$ cat src/rtl/hazard_pkg.sv
// Shared decode definitions for the hazard/forwarding unit: field positions,
// opcode classes and the in-flight history entry.
package hazard_pkg;

    localparam int OPC_BITS  = 5;
    // History entries carry a fixed-width register tag; the top's RA_W must not exceed it.
    localparam int HIST_RA_W = 8;

    // Field positions in units of RA_W, counted from the LSB of the instruction.
    localparam int RD_FIELD  = 2;
    localparam int RS1_FIELD = 1;
    localparam int RS2_FIELD = 0;

    localparam logic [OPC_BITS-1:0] OPC_LOAD     = 5'b10100;
    localparam logic [OPC_BITS-1:0] OPC_STORE    = 5'b10101;
    localparam logic [OPC_BITS-1:0] OPC_NOWB_0   = 5'b11000;
    localparam logic [2:0]          OPC_NOWB_GRP = 3'b111;

    typedef struct packed {
        logic [HIST_RA_W-1:0] rd;
        logic                 wb;
        logic                 ld;
    } hist_t;

    function automatic logic is_imm(input logic [OPC_BITS-1:0] opc);
        return opc[4:3] == 2'b01;
    endfunction

    function automatic logic is_load(input logic [OPC_BITS-1:0] opc);
        return opc == OPC_LOAD;
    endfunction

    function automatic logic is_store(input logic [OPC_BITS-1:0] opc);
        return opc == OPC_STORE;
    endfunction

    function automatic logic writes_back(input logic [OPC_BITS-1:0] opc);
        return !((opc == OPC_NOWB_0) || (opc[4:2] == OPC_NOWB_GRP) || is_store(opc));
    endfunction

endpackage

$ cat src/rtl/hazard_fwd_unit_fwd_match.sv
// Priority comparator of one source register against the in-flight history;
// the youngest writing stage wins.
module fwd_match
    import hazard_pkg::*;
#(
    parameter int RA_W  = 5,
    parameter int DEPTH = 3,
    parameter int SEL_W = $clog2(DEPTH + 1)
) (
    input  logic [RA_W-1:0]  src_i,
    input  hist_t [DEPTH:1]  hist_i,
    output logic [SEL_W-1:0] sel_o,
    output logic             hit_stage1_load_o
);

    logic ld_near;

    // Scanning oldest to youngest lets the last hit be the nearest producer.
    always_comb begin
        sel_o   = '0;
        ld_near = 1'b0;
        for (int k = DEPTH; k >= 1; k--) begin
            if ((src_i != '0) && hist_i[k].wb && (hist_i[k].rd == HIST_RA_W'(src_i))) begin
                sel_o   = SEL_W'(k);
                ld_near = hist_i[k].ld;
            end
        end
        hit_stage1_load_o = ld_near && (sel_o == SEL_W'(1));
    end

endmodule

$ cat src/rtl/hazard_fwd_unit.sv
// Decode-stage dependency checker: registers the decoded instruction, tracks
// recent destinations for forwarding and inserts one bubble on load-use.
module hazard_fwd_unit
    import hazard_pkg::*;
#(
    parameter int INS_W = 20,
    parameter int OPC_W = 5,
    parameter int RA_W  = 5,
    parameter int IMM_W = 8,
    parameter int DEPTH = 3,
    parameter int SEL_W = $clog2(DEPTH + 1)
) (
    input  logic             clk,
    input  logic             reset,
    input  logic [INS_W-1:0] ins,
    input  logic             ins_valid,
    output logic             ins_ready,
    output logic [OPC_W-1:0] op_dec,
    output logic             imm_sel,
    output logic [IMM_W-1:0] imm,
    output logic             mem_en_dec,
    output logic             mem_rw_dec,
    output logic             mem_mux_sel_dec,
    output logic [RA_W-1:0]  RW_dec,
    output logic             rw_valid,
    output logic [SEL_W-1:0] mux_sel_A,
    output logic [SEL_W-1:0] mux_sel_B
);

    localparam int RD_LSB  = RD_FIELD * RA_W;
    localparam int RS1_LSB = RS1_FIELD * RA_W;
    localparam int RS2_LSB = RS2_FIELD * RA_W;

    logic [OPC_W-1:0]    opc;
    logic [OPC_BITS-1:0] opc_cls;
    logic [RA_W-1:0]     rd, rs1, rs2;
    logic                cls_imm, cls_load, cls_store, wb_new;
    logic [SEL_W-1:0]    sel_a, sel_b;
    logic                ld_hit_a, ld_hit_b;
    logic                hazard, accept;

    hist_t [DEPTH:1] hist_q, hist_d;

    logic [OPC_W-1:0] op_q;
    logic             imm_sel_q;
    logic [IMM_W-1:0] imm_q;
    logic             mem_en_q, mem_rw_q, mem_mux_q;
    logic [RA_W-1:0]  rw_q;
    logic             rw_valid_q;
    logic [SEL_W-1:0] sel_a_q, sel_b_q;

    assign opc     = ins[INS_W-1 -: OPC_W];
    assign opc_cls = opc[OPC_W-1 -: OPC_BITS];
    assign rd      = ins[RD_LSB  +: RA_W];
    assign rs1     = ins[RS1_LSB +: RA_W];
    assign rs2     = ins[RS2_LSB +: RA_W];

    assign cls_imm   = is_imm(opc_cls);
    assign cls_load  = is_load(opc_cls);
    assign cls_store = is_store(opc_cls);
    assign wb_new    = writes_back(opc_cls) && (rd != '0);

    fwd_match #(.RA_W(RA_W), .DEPTH(DEPTH), .SEL_W(SEL_W)) u_fwd_a (
        .src_i             (rs1),
        .hist_i            (hist_q),
        .sel_o             (sel_a),
        .hit_stage1_load_o (ld_hit_a)
    );

    fwd_match #(.RA_W(RA_W), .DEPTH(DEPTH), .SEL_W(SEL_W)) u_fwd_b (
        .src_i             (rs2),
        .hist_i            (hist_q),
        .sel_o             (sel_b),
        .hit_stage1_load_o (ld_hit_b)
    );

    // The rs2 field of an immediate op is not a register read, so it cannot stall.
    assign hazard    = ins_valid && (ld_hit_a || (!cls_imm && ld_hit_b));
    assign ins_ready = !hazard;
    assign accept    = ins_valid && !hazard;

    always_comb begin
        hist_d    = '0;
        if (accept) begin
            hist_d[1].rd = HIST_RA_W'(rd);
            hist_d[1].wb = wb_new;
            hist_d[1].ld = cls_load;
        end
        for (int k = 2; k <= DEPTH; k++) begin
            hist_d[k] = hist_q[k-1];
        end
    end

    always_ff @(posedge clk) begin
        if (!reset) begin
            hist_q     <= '0;
            op_q       <= '0;
            imm_sel_q  <= 1'b0;
            imm_q      <= '0;
            mem_en_q   <= 1'b0;
            mem_rw_q   <= 1'b0;
            mem_mux_q  <= 1'b0;
            rw_q       <= '0;
            rw_valid_q <= 1'b0;
            sel_a_q    <= '0;
            sel_b_q    <= '0;
        end else begin
            hist_q <= hist_d;
            if (accept) begin
                op_q       <= opc;
                imm_sel_q  <= cls_imm;
                imm_q      <= IMM_W'(rs2);
                mem_en_q   <= cls_load || cls_store;
                mem_rw_q   <= cls_store;
                mem_mux_q  <= cls_load;
                rw_q       <= rd;
                rw_valid_q <= wb_new;
                sel_a_q    <= sel_a;
                sel_b_q    <= cls_imm ? '0 : sel_b;
            end else begin
                op_q       <= '0;
                imm_sel_q  <= 1'b0;
                imm_q      <= '0;
                mem_en_q   <= 1'b0;
                mem_rw_q   <= 1'b0;
                mem_mux_q  <= 1'b0;
                rw_q       <= '0;
                rw_valid_q <= 1'b0;
                sel_a_q    <= '0;
                sel_b_q    <= '0;
            end
        end
    end

    assign op_dec          = op_q;
    assign imm_sel         = imm_sel_q;
    assign imm             = imm_q;
    assign mem_en_dec      = mem_en_q;
    assign mem_rw_dec      = mem_rw_q;
    assign mem_mux_sel_dec = mem_mux_q;
    assign RW_dec          = rw_q;
    assign rw_valid        = rw_valid_q;
    assign mux_sel_A       = sel_a_q;
    assign mux_sel_B       = sel_b_q;

endmodule

$ cat config.mk
export PLATFORM = sky130hd
export DESIGN_NAME = hazard_fwd_unit
export DESIGN_NICKNAME = d
export VERILOG_FILES = /design/src/rtl/hazard_pkg.sv /design/src/rtl/hazard_fwd_unit_fwd_match.sv /design/src/rtl/hazard_fwd_unit.sv
export SDC_FILE = /design/constraint.sdc
export NUM_CORES = 1
export LEC_CHECK = 0
export ABC_AREA = 1
export BUFFER_PORTS_ARGS = -buffer_cell sky130_fd_sc_hd__buf_2
export CORE_AREA = 2 2 66 68
export DETAILED_ROUTE_END_ITERATION = 8
export DIE_AREA = 0 0 68 70
export PLACE_DENSITY = 0.71
export SETUP_SLACK_MARGIN = 0.2
export SKIP_LAST_GASP = 1
export SLEW_MARGIN = 15
export SYNTH_ARGS = -nofsm -noshare
export SYNTH_HDL_FRONTEND = slang
export SYNTH_SLANG_ARGS = --single-unit
$ cat constraint.sdc
create_clock -name clk -period 1.17 [get_ports clk]
set_input_delay 0.1755 -clock clk [delete_from_list [all_inputs] [get_ports clk]]
set_output_delay 0.1755 -clock clk [all_outputs]
set_load 0.02 [all_outputs]
After elaboration in Yosys (flattened, before gate mapping)

Cells that the tools add are included.

Output and inout bits: 28
Input bits: 23
Register bits after elaboration: 50
Logic and storage cells: 75

Equality and inequality tests: 13
Multiplexer cells: 12
Bitwise gates (word level): 2
Reductions and logical operators: 30

Operators by type and width:

| operator           | number |
|---|---|
| $eq 8x5->1         | 6 |
| $logic_and 1x1->1  | 18 |
| $eq 5x5->1 const B | 3 |
| $reduce_bool 5->1  | 3 |
| $mux 2             | 6 |
| $eq 2x1->1 const B | 3 |
| $mux 1             | 6 |
| $logic_or 1x1->1   | 4 |
| $eq 3x3->1 const B | 1 |
| $logic_not 1->1    | 3 |
| $reduce_or 3->1    | 1 |
| $not 1->1          | 2 |
| $reduce_and 2->1   | 1 |

Longest topological paths before layout

Word-level depth: 15
Gate-level depth with buffers: 11
Depth with buffers taken out: 9

Cells and area by module

A second synthesis with hierarchy kept.

Cells, all modules: 322
Area total of the unflattened synthesis: 1998.2 µm²

By module, submodules not included:

| module          | cells an instance | seq. area each (µm²) | times used | area each (µm²) |
|---|---|---|---|---|
| hazard_fwd_unit | 142               | 760.7                | 1          | 1252.5 |
| fwd_match       | 90                | 0.0                  | 2          | 372.9 |

Least setup slack after synthesis

No wires, ideal clock.

Path kind: register to register
Start: register rw_valid (netlist name)
End: register imm_sel_q (netlist: imm_sel)
Setup time: 0.114 ns
Required time: 1.056 ns
Data arrival time: 1.251 ns
Slack: -0.195 ns
Clock period less this slack: 1.365 ns
Path buffers: 1
Stages on the path, launching flop included: 9
Cells stage by stage: dfxtp_1 > inv_1 > a21oi_1 > nand2_1 > nor2_1 > nand3_1 > nand3_4 > buf_12 > nor2_1

RTL lines:

| item                   | line                   | text |
|---|---|---|
| end signal: assignment | hazard_fwd_unit.sv:111 | `imm_sel_q <= cls_imm;` |
| end: declaration       | hazard_fwd_unit.sv:45  | `logic imm_sel_q;` |

==> flow_summary.yaml <==
die:
  die_h_um: 70
  start_util_pct: 43.3
  ios: 51
  core_sq_mm: 0.00414
  dieArea_sq_mm: 0.00476
  chipWidth_um: 68
  rows: 24
drt:
  vias_per_cell: 4.58
  drc: 0
  first_pass_iters: 4
  final_antenna_net_count: 0
  routed_wl_um: 5010
  drt_iter0_markers: 66
  route.detailed.wl_per_inst_um: 12.1
  vias: 1897
status:
  outcome: "complete, but fails checks"
  violations: "setup timing"
global_route:
  grt_most_used_layer: "met2"
  grt_pass1_wl_um: 7810
  grt_pass1_vias: 1791
  grt_usage_pct: 21.7
  use_met1_pct: 25.8
  antenna_found_initial: 0
  grt_max_degree: 13
  grtUsageMet3_pct: 5.15
  overflow: 0
  grt_use_met2_pct: 36.8
cells_and_area:
  finalInstanceArea_sq_mm: 0.00269
  drive_above_1_share_pct: 42.3
  layout.cells.non_filler: 414
  diodes: 0
  syn2layout_area_growth_pct: 49.5
  fin_nets: 384
clock_tree:
  clk_pin_slew_worst_paths_ns: 0.07
  clock_latency_ns: 0.29
  tritoncts: "built"
  cts_root_buffer: "clkbuf_8"
  cts-buffers-inserted: 5
  htreeDepth: 2
  clockBufferDepth: 2
  cts.sinks: 36
min_path:
  min_path_cells: 3
  hp-class: "input pin to flop"
timing:
  hold_viol: 0
  setup_viol: 26
  fmaxAchievable_mhz: 562
  period_share_pct: 152
  period_minus_slack_ns: 1.78
  worst_clock_skew_ns: 0.00336
  layout_setup_ws_ns: -0.611
  final_max_slew_viol_count: 0
  grt_setup_unrepaired: "yes"
place:
  port-buffer-count: 47
  place_ws_ns: -0.247
  place_area_sq_mm: 0.00235
  gp_congestion: 0.881
  place_hpwl_um: 3670
  placed_cells: 398
worst_setup_path:
  critical_path_required_ns: 0.99
  crit_arrival_ns: 1.61
  critPathKind: "flop to output port"
  crit_path_max_fanout: 6
  start_kind: "flop"
  endpoint_kind: "output port"
  reg2reg_depth: 11
yosys:
  synth_area_sq_mm: 0.00180
  synth.most_common_cell: "nand2_1"
  synth_area_leader_cell: "dfxtp_1"
  synth_seq_area_share_pct: 40.1
  synth_cell_types: 25
  synth.area.top_cells: "dfxtp_1 40%, nand2_1 15%, inv_1 9.4%, nor2_1 8.4%, xnor2_1 3.4%"
  ys_warn_count: 0
  async_flop_share_pct: 0
  synth_common_cells: "74 x nand2_1, 45 x inv_1, 40 x nor2_1, 36 x dfxtp_1, 11 x nand3_1"
  synth_enable_flop_cells: 0
  syn_avg_cell_area_sq_um: 6.75
  synth_top_area_share_pct: 40.1
  synth_seq_cells: 36
  synth-main-ff-cell: "dfxtp_1"
  synth_cells: 266
pwr:
  ir_drop_mv: 0.762
  p_per_area_mw_per_mm2: 1020
  power_leakage_uw: 0.00144
  finalPower_uw: 2730
flow_run:
  maxCapViolations: 0
[through the flow]
| step | utilization (%) | hold WS, ns | TNS [ns] |
|---|---|---|---|
| final | 64.8 | 0.109 | -12.34 |
| after global routing | 64.8 | 0.113 | -14.30 |
| after CTS | 62.4 | 0.105 | -9.95 |
| after detailed placement | 56.8 | 0.401 | -4.46 |
| after global placement | 56.8 | 0.390 | -3.28 |
| after floorplan | - | 0.273 | -1.76 |
[layout make-up]
class / instances / area, sq um
inverters: 50 / 188
repair buffers: 98 / 739
clock buffers: 6 / 82.6
fillers: 341 / 1460
multi-input cells: 170 / 853
flip-flops and latches: 36 / 742
clock inverters: 2 / 15.0
well taps: 52 / 65.1
[flip-flops by register name, summed over array words and instances (netlist names), 2 cells and up]
name,cells
RW_dec,5
op_dec,5
hist_q,6
mux_sel_A,2
mux_sel_B,2
imm,5
hist_d,6
[path summary, 6_finish.rpt]
| kind | startpoint | endpoint | slack, ns |
|---|---|---|---|
| setup reg to reg | RW_dec[4] | mem_mux_sel_dec | -0.53 |
| hold / removal | ins[10] | RW_dec[0] | 0.11 |
| setup / recovery | RW_dec[4] | ins_ready | -0.61 |
| hold reg to reg | hist_d[21] | hist_q[21] | 0.44 |
[power by group]
| group | switching (uW) | internal [uW] | leakage (uW) |
|---|---|---|---|
| sequential | 24.8 | 1250 | 0.000298 |
| combinational | 272 | 242 | 0.00110 |
| clock | 462 | 476 | 0.0000434 |
| total | 759 | 1970 | 0.00144 |
[cell families after synthesis]
logic type / count (synthesis) / share of synthesized area, %
xor gates and xnor gates: 10 / 4.88
and+or+nand+nor: 144 / 34.1
AOI/OAI and AO/OA: 13 / 4.25
DFF: 36 / 40.1
other: 1 / 0.209
buffers and inverters: 62 / 16.4
[layer usage]
metal	up-vias	wire length [um]	part of all wire (%)
li1	970	-	-
met1	847	2130	42
met2	66	2390	48
met3	14	334	6.7
met4	0	155	3.1
met5	-	0	0
[worst max-delay path, cell delays in order (launching register included)]
cell,delay (ns)
dfxtp_4,0.38
nand2_1,0.08
nand2_1,0.08
nor2_2,0.14
nand2_1,0.07
nor2_2,0.16
nand3_2,0.13
nand2_2,0.10
nand2_2,0.05
buf_6,0.12
[placed cells by master, fill, tap and decap left out, types with 2 or more instances in the layout]
cell / synthesis / final
conb_1: 1 / 3
clkbuf_8: 0 / 6
xor2_1: 3 / 3
nand3_1: 11 / 9
buf_6: 2 / 23
inv_1: 45 / 41
inv_2: 5 / 9
dfxtp_2: 0 / 2
nor3_1: 3 / 2
nand2_2: 0 / 7
nor2_2: 9 / 13
xnor2_1: 7 / 7
dfxtp_4: 0 / 5
dfxtp_1: 36 / 29
nand3_2: 1 / 3
or2_2: 2 / 2
nand2_1: 74 / 66
o21ai_0: 4 / 3
a21boi_0: 2 / 2
buf_4: 8 / 36
a21oi_1: 4 / 3
buf_2: 0 / 38
nand4_1: 3 / 3
clkinvlp_4: 0 / 2
nor2_1: 40 / 35
[what timing repair did]
item,4_1_cts,5_1_grt
endpoints found under the hold margin,0,0
buffers inserted,4,4
hold buffers,0,0
pin swaps,6,13
setup endpoints to repair,32,33
resized for setup,35,23
cloned,0,0
Power figures use the tool's default switching activity.
